**src/rtl/mem_refill_arbiter.sv**
```systemverilog
// Purpose : shares one word-wide memory port between the I-cache refill path and
//           the D-cache refill/write-back path, running whole-line bursts picked
//           by round-robin and emitting per-beat strobes and completion pulses.
// Latency : request sampled in IDLE at edge N -> mem_valid from cycle N+1;
//           with mem_ready tied high a grant costs 1 + LINE_WORDS + 1 cycles.
// Backpressure: mem_ready low stalls the burst; every output holds, no timeout.
//
// Ports
//   CPU_CLK, CPU_RST            : clock, synchronous active-high reset
//   i_req/i_addr                : I-side line refill request (held until i_done)
//   i_rvalid/i_beat/i_rdata     : I-side read beat strobe, beat index, read word
//   i_done                      : one-cycle I-side burst completion pulse
//   d_req/d_we/d_addr/d_wdata   : D-side request (1 = write-back), write word
//   d_rvalid/d_wack/d_beat      : D-side read strobe / write accept / beat index
//   d_rdata/d_done              : D-side read word, completion pulse
//   mem_valid/mem_we/mem_addr/mem_wdata/mem_ready/mem_rdata : memory port
module mem_refill_arbiter #(
  parameter int unsigned LINE_WORDS = 4,  // power of two, 2..16
  parameter int unsigned BEAT_W     = 2   // log2(LINE_WORDS)
) (
  input  logic              CPU_CLK,
  input  logic              CPU_RST,
  input  logic              i_req,
  input  logic [31:0]       i_addr,
  output logic              i_rvalid,
  output logic [BEAT_W-1:0] i_beat,
  output logic [31:0]       i_rdata,
  output logic              i_done,
  input  logic              d_req,
  input  logic              d_we,
  input  logic [31:0]       d_addr,
  input  logic [31:0]       d_wdata,
  output logic              d_rvalid,
  output logic              d_wack,
  output logic [BEAT_W-1:0] d_beat,
  output logic [31:0]       d_rdata,
  output logic              d_done,
  output logic              mem_valid,
  output logic              mem_we,
  output logic [31:0]       mem_addr,
  output logic [31:0]       mem_wdata,
  input  logic              mem_ready,
  input  logic [31:0]       mem_rdata
);

  // Byte-address mask that clears the word-in-line and byte-in-word bits.
  localparam logic [31:0]       LINE_MASK = ~(32'(LINE_WORDS * 4) - 32'd1);
  localparam logic [BEAT_W-1:0] LAST_BEAT = BEAT_W'(LINE_WORDS - 1);

  typedef enum logic [1:0] {
    ST_IDLE  = 2'd0,
    ST_BURST = 2'd1,
    ST_DONE  = 2'd2
  } state_t;

  typedef enum logic {
    OWN_I = 1'b0,
    OWN_D = 1'b1
  } owner_t;

  state_t            state_q, state_d;
  owner_t            owner_q, owner_d;
  owner_t            last_owner_q, last_owner_d;
  logic              we_q, we_d;
  logic [31:0]       base_q, base_d;
  logic [BEAT_W-1:0] beat_q, beat_d;

  logic in_burst;
  logic in_done;
  logic grant_d;

  // --------------------------------------------------------------------------
  // Next-state logic
  // --------------------------------------------------------------------------
  always_comb begin
    state_d      = state_q;
    owner_d      = owner_q;
    last_owner_d = last_owner_q;
    we_d         = we_q;
    base_d       = base_q;
    beat_d       = beat_q;
    // D wins when it is the only requester, or on a tie when I was served last.
    grant_d      = d_req & (~i_req | (last_owner_q == OWN_I));

    case (state_q)
      ST_IDLE: begin
        if (i_req | d_req) begin
          owner_d = grant_d ? OWN_D : OWN_I;
          // The I side only ever refills, so its direction is forced to read.
          we_d    = grant_d & d_we;
          base_d  = (grant_d ? d_addr : i_addr) & LINE_MASK;
          beat_d  = '0;
          state_d = ST_BURST;
        end
      end

      ST_BURST: begin
        // mem_valid is constantly high here, so mem_ready alone is the handshake.
        if (mem_ready) begin
          // Beat counter wraps naturally at LINE_WORDS; it never touches base.
          beat_d = beat_q + 1'b1;
          if (beat_q == LAST_BEAT) begin
            state_d      = ST_DONE;
            last_owner_d = owner_q;
          end
        end
      end

      ST_DONE: begin
        // Requests are ignored for this cycle so the winner can release req.
        state_d = ST_IDLE;
      end

      default: begin
        state_d = ST_IDLE;
      end
    endcase
  end

  // --------------------------------------------------------------------------
  // State registers
  // --------------------------------------------------------------------------
  always_ff @(posedge CPU_CLK) begin
    if (CPU_RST) begin
      // An in-flight burst is simply abandoned; no done pulse follows.
      state_q      <= ST_IDLE;
      owner_q      <= OWN_I;
      last_owner_q <= OWN_I;
      we_q         <= 1'b0;
      base_q       <= '0;
      beat_q       <= '0;
    end else begin
      state_q      <= state_d;
      owner_q      <= owner_d;
      last_owner_q <= last_owner_d;
      we_q         <= we_d;
      base_q       <= base_d;
      beat_q       <= beat_d;
    end
  end

  // --------------------------------------------------------------------------
  // Outputs: decoded from registered state; beat strobes also follow mem_ready
  // because a read word is only valid in the cycle memory accepts the beat.
  // --------------------------------------------------------------------------
  always_comb begin
    in_burst = (state_q == ST_BURST);
    in_done  = (state_q == ST_DONE);

    // Memory-side fields are zeroed outside a burst so idle cycles are quiet.
    mem_valid = in_burst;
    mem_we    = in_burst & we_q;
    mem_addr  = in_burst ? (base_q + {{(30 - BEAT_W){1'b0}}, beat_q, 2'b00}) : 32'd0;
    mem_wdata = in_burst ? d_wdata : 32'd0;

    i_rvalid  = in_burst & (owner_q == OWN_I) & mem_ready;
    d_rvalid  = in_burst & (owner_q == OWN_D) & ~we_q & mem_ready;
    d_wack    = in_burst & (owner_q == OWN_D) &  we_q & mem_ready;

    i_beat    = (owner_q == OWN_I) ? beat_q : '0;
    d_beat    = (owner_q == OWN_D) ? beat_q : '0;

    i_done    = in_done & (owner_q == OWN_I);
    d_done    = in_done & (owner_q == OWN_D);

    i_rdata   = mem_rdata;
    d_rdata   = mem_rdata;
  end

endmodule

```
**config.mk**
```make
export PLATFORM = sky130hd
export DESIGN_NAME = mem_refill_arbiter
export DESIGN_NICKNAME = d
export VERILOG_FILES = /design/src/rtl/mem_refill_arbiter.sv
export SDC_FILE = /design/constraint.sdc
export NUM_CORES = 1
export LEC_CHECK = 0
export BUFFER_PORTS_ARGS = -buffer_cell sky130_fd_sc_hd__buf_2
export CORE_AREA = 4 4 103 105
export CTS_BUF_LIST = sky130_fd_sc_hd__clkbuf_4
export DETAILED_ROUTE_END_ITERATION = 8
export DIE_AREA = 0 0 107 109
export GPL_TIMING_DRIVEN = 1
export PLACE_DENSITY = 0.64
export SLEW_MARGIN = 20
export SYNTH_ARGS = -nofsm -noshare
export SYNTH_HDL_FRONTEND = slang
export SYNTH_SLANG_ARGS = --single-unit
```
**constraint.sdc**
```tcl
create_clock -name CPU_CLK -period 2.29 [get_ports CPU_CLK]
set_input_delay 0 -clock CPU_CLK [delete_from_list [all_inputs] [get_ports CPU_CLK]]
set_output_delay 0 -clock CPU_CLK [all_outputs]
set_load 0.01 [all_outputs]
```
## Word level (Yosys, flattened, before mapping)

Cells that the tools add are included.

| storage, ports and cells | value |
|---|---|
| register bits | 35 |
| input port bits | 134 |
| output and inout bits | 139 |

| operators by class | value |
|---|---|
| add/sub/neg operators | 2 |
| eq/ne operators | 6 |
| multiplexer cells | 13 |
| bitwise logic cells | 18 |
| reduce and logical (&&, ||, !) cells | 6 |

Operators by type and width:

| cell | count |
|---|---|
| 32-bit 2-to-1 mux | 3 |
| 32-bit by 4-bit adder with 32-bit output | 1 |
| 2-bit 2-to-1 mux | 7 |
| 1-bit bitwise AND | 12 |
| 3-bit AND reduction | 3 |
| 2-bit case mux with 2 select lines | 2 |
| 2-bit == test (second input constant) | 2 |
| 2-bit by 1-bit inequality test with 1-bit output (second input constant) | 2 |
| 1-bit NOT | 4 |
| 2-bit by 1-bit adder with 2-bit output (second input constant) | 1 |
| 2-bit by 1-bit == test with 1-bit output (second input constant) | 1 |
| 2-bit zero test | 1 |
| 2-bit inequality test (second input constant) | 1 |
| 1-bit bitwise OR | 2 |
| 2-bit AND reduction | 1 |
| 2-bit nonzero test | 1 |
| 1-bit 2-to-1 mux | 1 |

## Depth between registers and ports, before layout

| depth | value |
|---|---|
| word-level depth | 4 |
| depth in mapped cells | 5 |
| gate-level depth less buffers | 4 |

## Worst setup path before layout

OpenSTA, ideal clock, no wires.

| timing path | value |
|---|---|
| path type | reg2reg |
| start point | reg state_q[0] |
| end point | reg base_q[10] |
| setup time | 142 ps |
| arrival time | 1178 ps |
| data required time | 2148 ps |
| path slack | 970 ps |
| cell stages (with the launch flop) | 6 |
| buffers on the path | 2 |
| period minus slack after synthesis | 1320 ps |
| cell sequence | dfxtp_1 -> or2_1 -> buf_2 -> nor2_4 -> buf_4 -> a311oi_2 |

| between the ends | value |
|---|---|
| word-level cells in the longest chain between the ends | 2 |

RTL lines:

| item | RTL line | source |
|---|---|---|
| start: declaration | 61 | `state_t state_q, state_d;` |
| start signal: assignment | 133 | `state_q <= state_d;` |
| 2-bit zero test | 85 | `case (state_q)` |
| 2-bit AND reduction (no line) | - |  |
| end signal: assignment | 137 | `base_q <= base_d;` |
| end: declaration | 65 | `logic [31:0] base_q, base_d;` |

No other way between the ends.
A chain may end at the register's enable or synchronous reset.

## Final worst setup path

| timing path | value |
|---|---|
| start point | reg state_q[0] |
| end point | reg base_q[17] |

Same word-level chain as after synthesis.

==> metrics.md <==
| Metric | Value |
|---|---|
| Status | `complete, no violations` |
| PostCTS Resize Cnt | `0` |
| CTS tree | `yes` |
| Cell variety after synth | `33` |
| GRT Total Usage | `15.3%` |
| Worst-Margin Slew | `0.864 ns` |
| Top post-synthesis cells by count | `buf_4, and2_1, nand2_1` |
| Internal power | `1.10 mW` |
| Area Growth Syn to Fin | `40.0%` |
| Gr ovfl total | `0` |
| Via count | `2869` |
| Unrepaired setup endpoints after global routing | `false` |
| Largest net degree at the start of global routing | `36` |
| Period utilization | `93.7%` |
| Switching share of power | `32.3%` |
| Mapped cell area | `0.00269 mm2` |
| Number of synthesized flops with an enable pin | `0` |
| Leak | `1.89 nW` |
| Crit path cell chain | `or2_1, nor2_4, buf_12, a311oi_2, dlygate4sd3_1` |
| Depth of the worst hold-timing path | `0` |
| Tmin final | `2.15 ns` |
| Final ANT Viol Nets | `0` |
| Max Clk Rate | `0.466 GHz` |
| Syn Inst Count | `343` |
| Height of the die | `109 um` |
| FF-to-FF Start | `state_q[0]$_SDFFE_PP0P_` |
| Post-synth ARST share | `0%` |
| Top post-synthesis cells by area | `dfxtp_1, buf_4, and2_1, a311oi_2, nand2_1` |
| Final instance area | `0.00376 mm2` |
| Worst skew pair latency | `0.33 ns` |
| Synthesized area per cell | `7.84 um2` |
| Register bit total from synthesis | `35` |
| Setup TNS Final | `0 ns` |
| Kind of critical path | `reg -> reg` |
| Final nets | `627` |
| Root Driver | `clkbuf_4` |
| Seq pwr share | `42.8%` |
| P_sw | `0.525 mW` |
| DIE WIDTH | `107 um` |
| Worst Setup SP | `state_q[0]$_SDFFE_PP0P_` |
| Slew headroom | `42.4%` |
| Total clock sinks | `35` |
| Crit-path max FO | `15` |
| Std cell rows | `36` |
| Share of cells above drive strength 1 | `40.7%` |
| Initial Util | `27.9%` |
| Top_reg_cell synth | `dfxtp_1` |
| Die ar. | `0.0117 mm2` |
| Hold Startpoint | `mem_rdata[17]` |
| R2R Setup Slk | `0.14 ns` |
| Antenna diodes | `0` |
| Port Buffers | `166` |
| Combinational Power Share | `37.3%` |
| Reg2Reg Depth | `5` |
| Vias per cell | `4.60` |
| Clk buf depth | `2` |
| Hold Path Class | `in -> out` |
| Setup crit start kind | `register` |
| Drt initial violations | `134` |
| Clock Power Share | `20.0%` |
| Fillers | `1027` |
| Slew Limit Fails | `0` |
| Vias in the first global route | `2884` |
| Initial antenna violation count | `0` |
| Post-DP HPWL | `6.65 mm` |
| Area share of the largest cell type after synthesis | `26.1%` |
| Max-cap viol count | `0` |
| Setup Skew | `0.00486 ns` |
| Final hold vios | `0` |
| I/O pins | `273` |
| Arrival @ worst endpoint | `2.37 ns` |
| Post-synth top area cell | `dfxtp_1` |
| Worst-path clk slew | `0.10 ns` |
| Core ar. | `0.00964 mm2` |
| Highest ir drop seen on vdd | `0.000192 V` |
| DRC | `0` |
| Setup violators final | `0` |
| Post-synthesis sequential area ratio | `26.1%` |
| GPL Wtd Cong | `0.692` |
| Required @ worst endpoint | `2.51 ns` |
| First-pass GRT wire length | `14.2 mm` |
| DR WL/cell | `15.1 um` |
| TritonCTS Buffers | `5` |
| TritonRoute pass-1 iters | `4` |
| Placed Area | `0.00312 mm2` |
| CP peak stage delay | `0.60 ns` |
| Crit end category | `register` |
| H-tree levels | `2` |
| Drt total wl | `9.44 mm` |
| CP max stage cell | `dlygate4sd3_1` |
| Top-count cell post-synth | `buf_4` |
| Pwr dens | `432 mW/mm2` |
| Synthesis warning total | `0` |
logic make-up after synthesis:
logic type               count (synthesis)  share of synthesized area (%)
buffers and inverters                   93                           23.9
adder cells (fa/ha/maj)                  1                          0.465
other                                    1                          0.140
flip-flops                              35                           26.1
AO/OA/AOI/OAI                           69                           21.2
AND/OR/NAND/NOR                        144                           28.2
layer usage:
metal	vias to the layer above	routed length (um)	global-route usage [%]
li1	1376	-	-
met1	1326	3500	16.2
met2	136	4950	29.5
met3	31	792	3.61
met4	0	198	5.66
met5	-	0	0
layout by cell type, fill, tap and decap left out, types with 6 or more instances in the layout:
cell and n:
buf_2 166, and2_1 65, dlygate4sd3_1 60, nand2_1 58, dfxtp_1 35, a21oi_1 33, a311oi_2 15, a311oi_1 13
clkbuf_4 6, buf_4 6
flip-flops by register name, indices dropped and copies added (netlist names):
| signal | cells |
|---|---|
| last_owner_q | 1 |
| state_q | 2 |
| base_q | 28 |
| we_q | 1 |
| beat_q | 2 |
| owner_q | 1 |
power by group through the flow:
stage	clock [mW]	sequential, mW	combinational [mW]
2_1_floorplan	0	0.697	0.418
3_3_place_gp	0	0.707	0.492
3_5_place_dp	0	0.710	0.499
4_1_cts	0.349	0.696	0.608
5_1_grt	0.369	0.704	0.668
6_report	0.325	0.696	0.606
metrics by stage:
| step | power, mW | util (%) | hold slack, ns | setup slack, ns | instances |
|---|---|---|---|---|---|
| 3_5_place_dp | 1.21 | 32.3 | 0.000106 | 0.669 | 558 |
| 6_report | 1.63 | 39.0 | 0.00000525 | 0.144 | 624 |
| 2_1_floorplan | 1.11 | - | 0.0918 | 0.970 | 344 |
| 4_1_cts | 1.65 | 39.0 | 0.000106 | 0.122 | 624 |
| 5_1_grt | 1.74 | 39.0 | 0.0000253 | 0.00585 | 624 |
| 3_3_place_gp | 1.20 | 32.3 | 0.000106 | 0.688 | 558 |
final timing paths:
path                              to
min reg2reg        we_q$_SDFFE_PP0P_
min                      i_rdata[17]
max          base_q[17]$_SDFFE_PP0P_
max reg2reg  base_q[17]$_SDFFE_PP0P_
critical path: cells and delay by family, from the launching register on:
family                 cells  cell delay [ns]
buffers and inverters      2             0.82
and+or+nand+nor            2             0.73
AOI/OAI and AO/OA          1             0.10
DFF                        1             0.37
area by class of cell:
cell class	instances	area, um2	area share, %
well taps	133	166	4.42
inverters	1	3.75	0.0997
clock buffers	6	45.0	1.20
multi-input cells	216	1350	35.9
repair buffers	233	1500	39.8
flip-flops and latches	35	701	18.6
timing repair:
action                                  in CTS  in global routing
hold endpoints to repair                    33                  0
buffers inserted                             0                  0
hold buffers                                60                  0
endpoints found under the setup margin       0                  5
(Power assumes the default switching activity.)
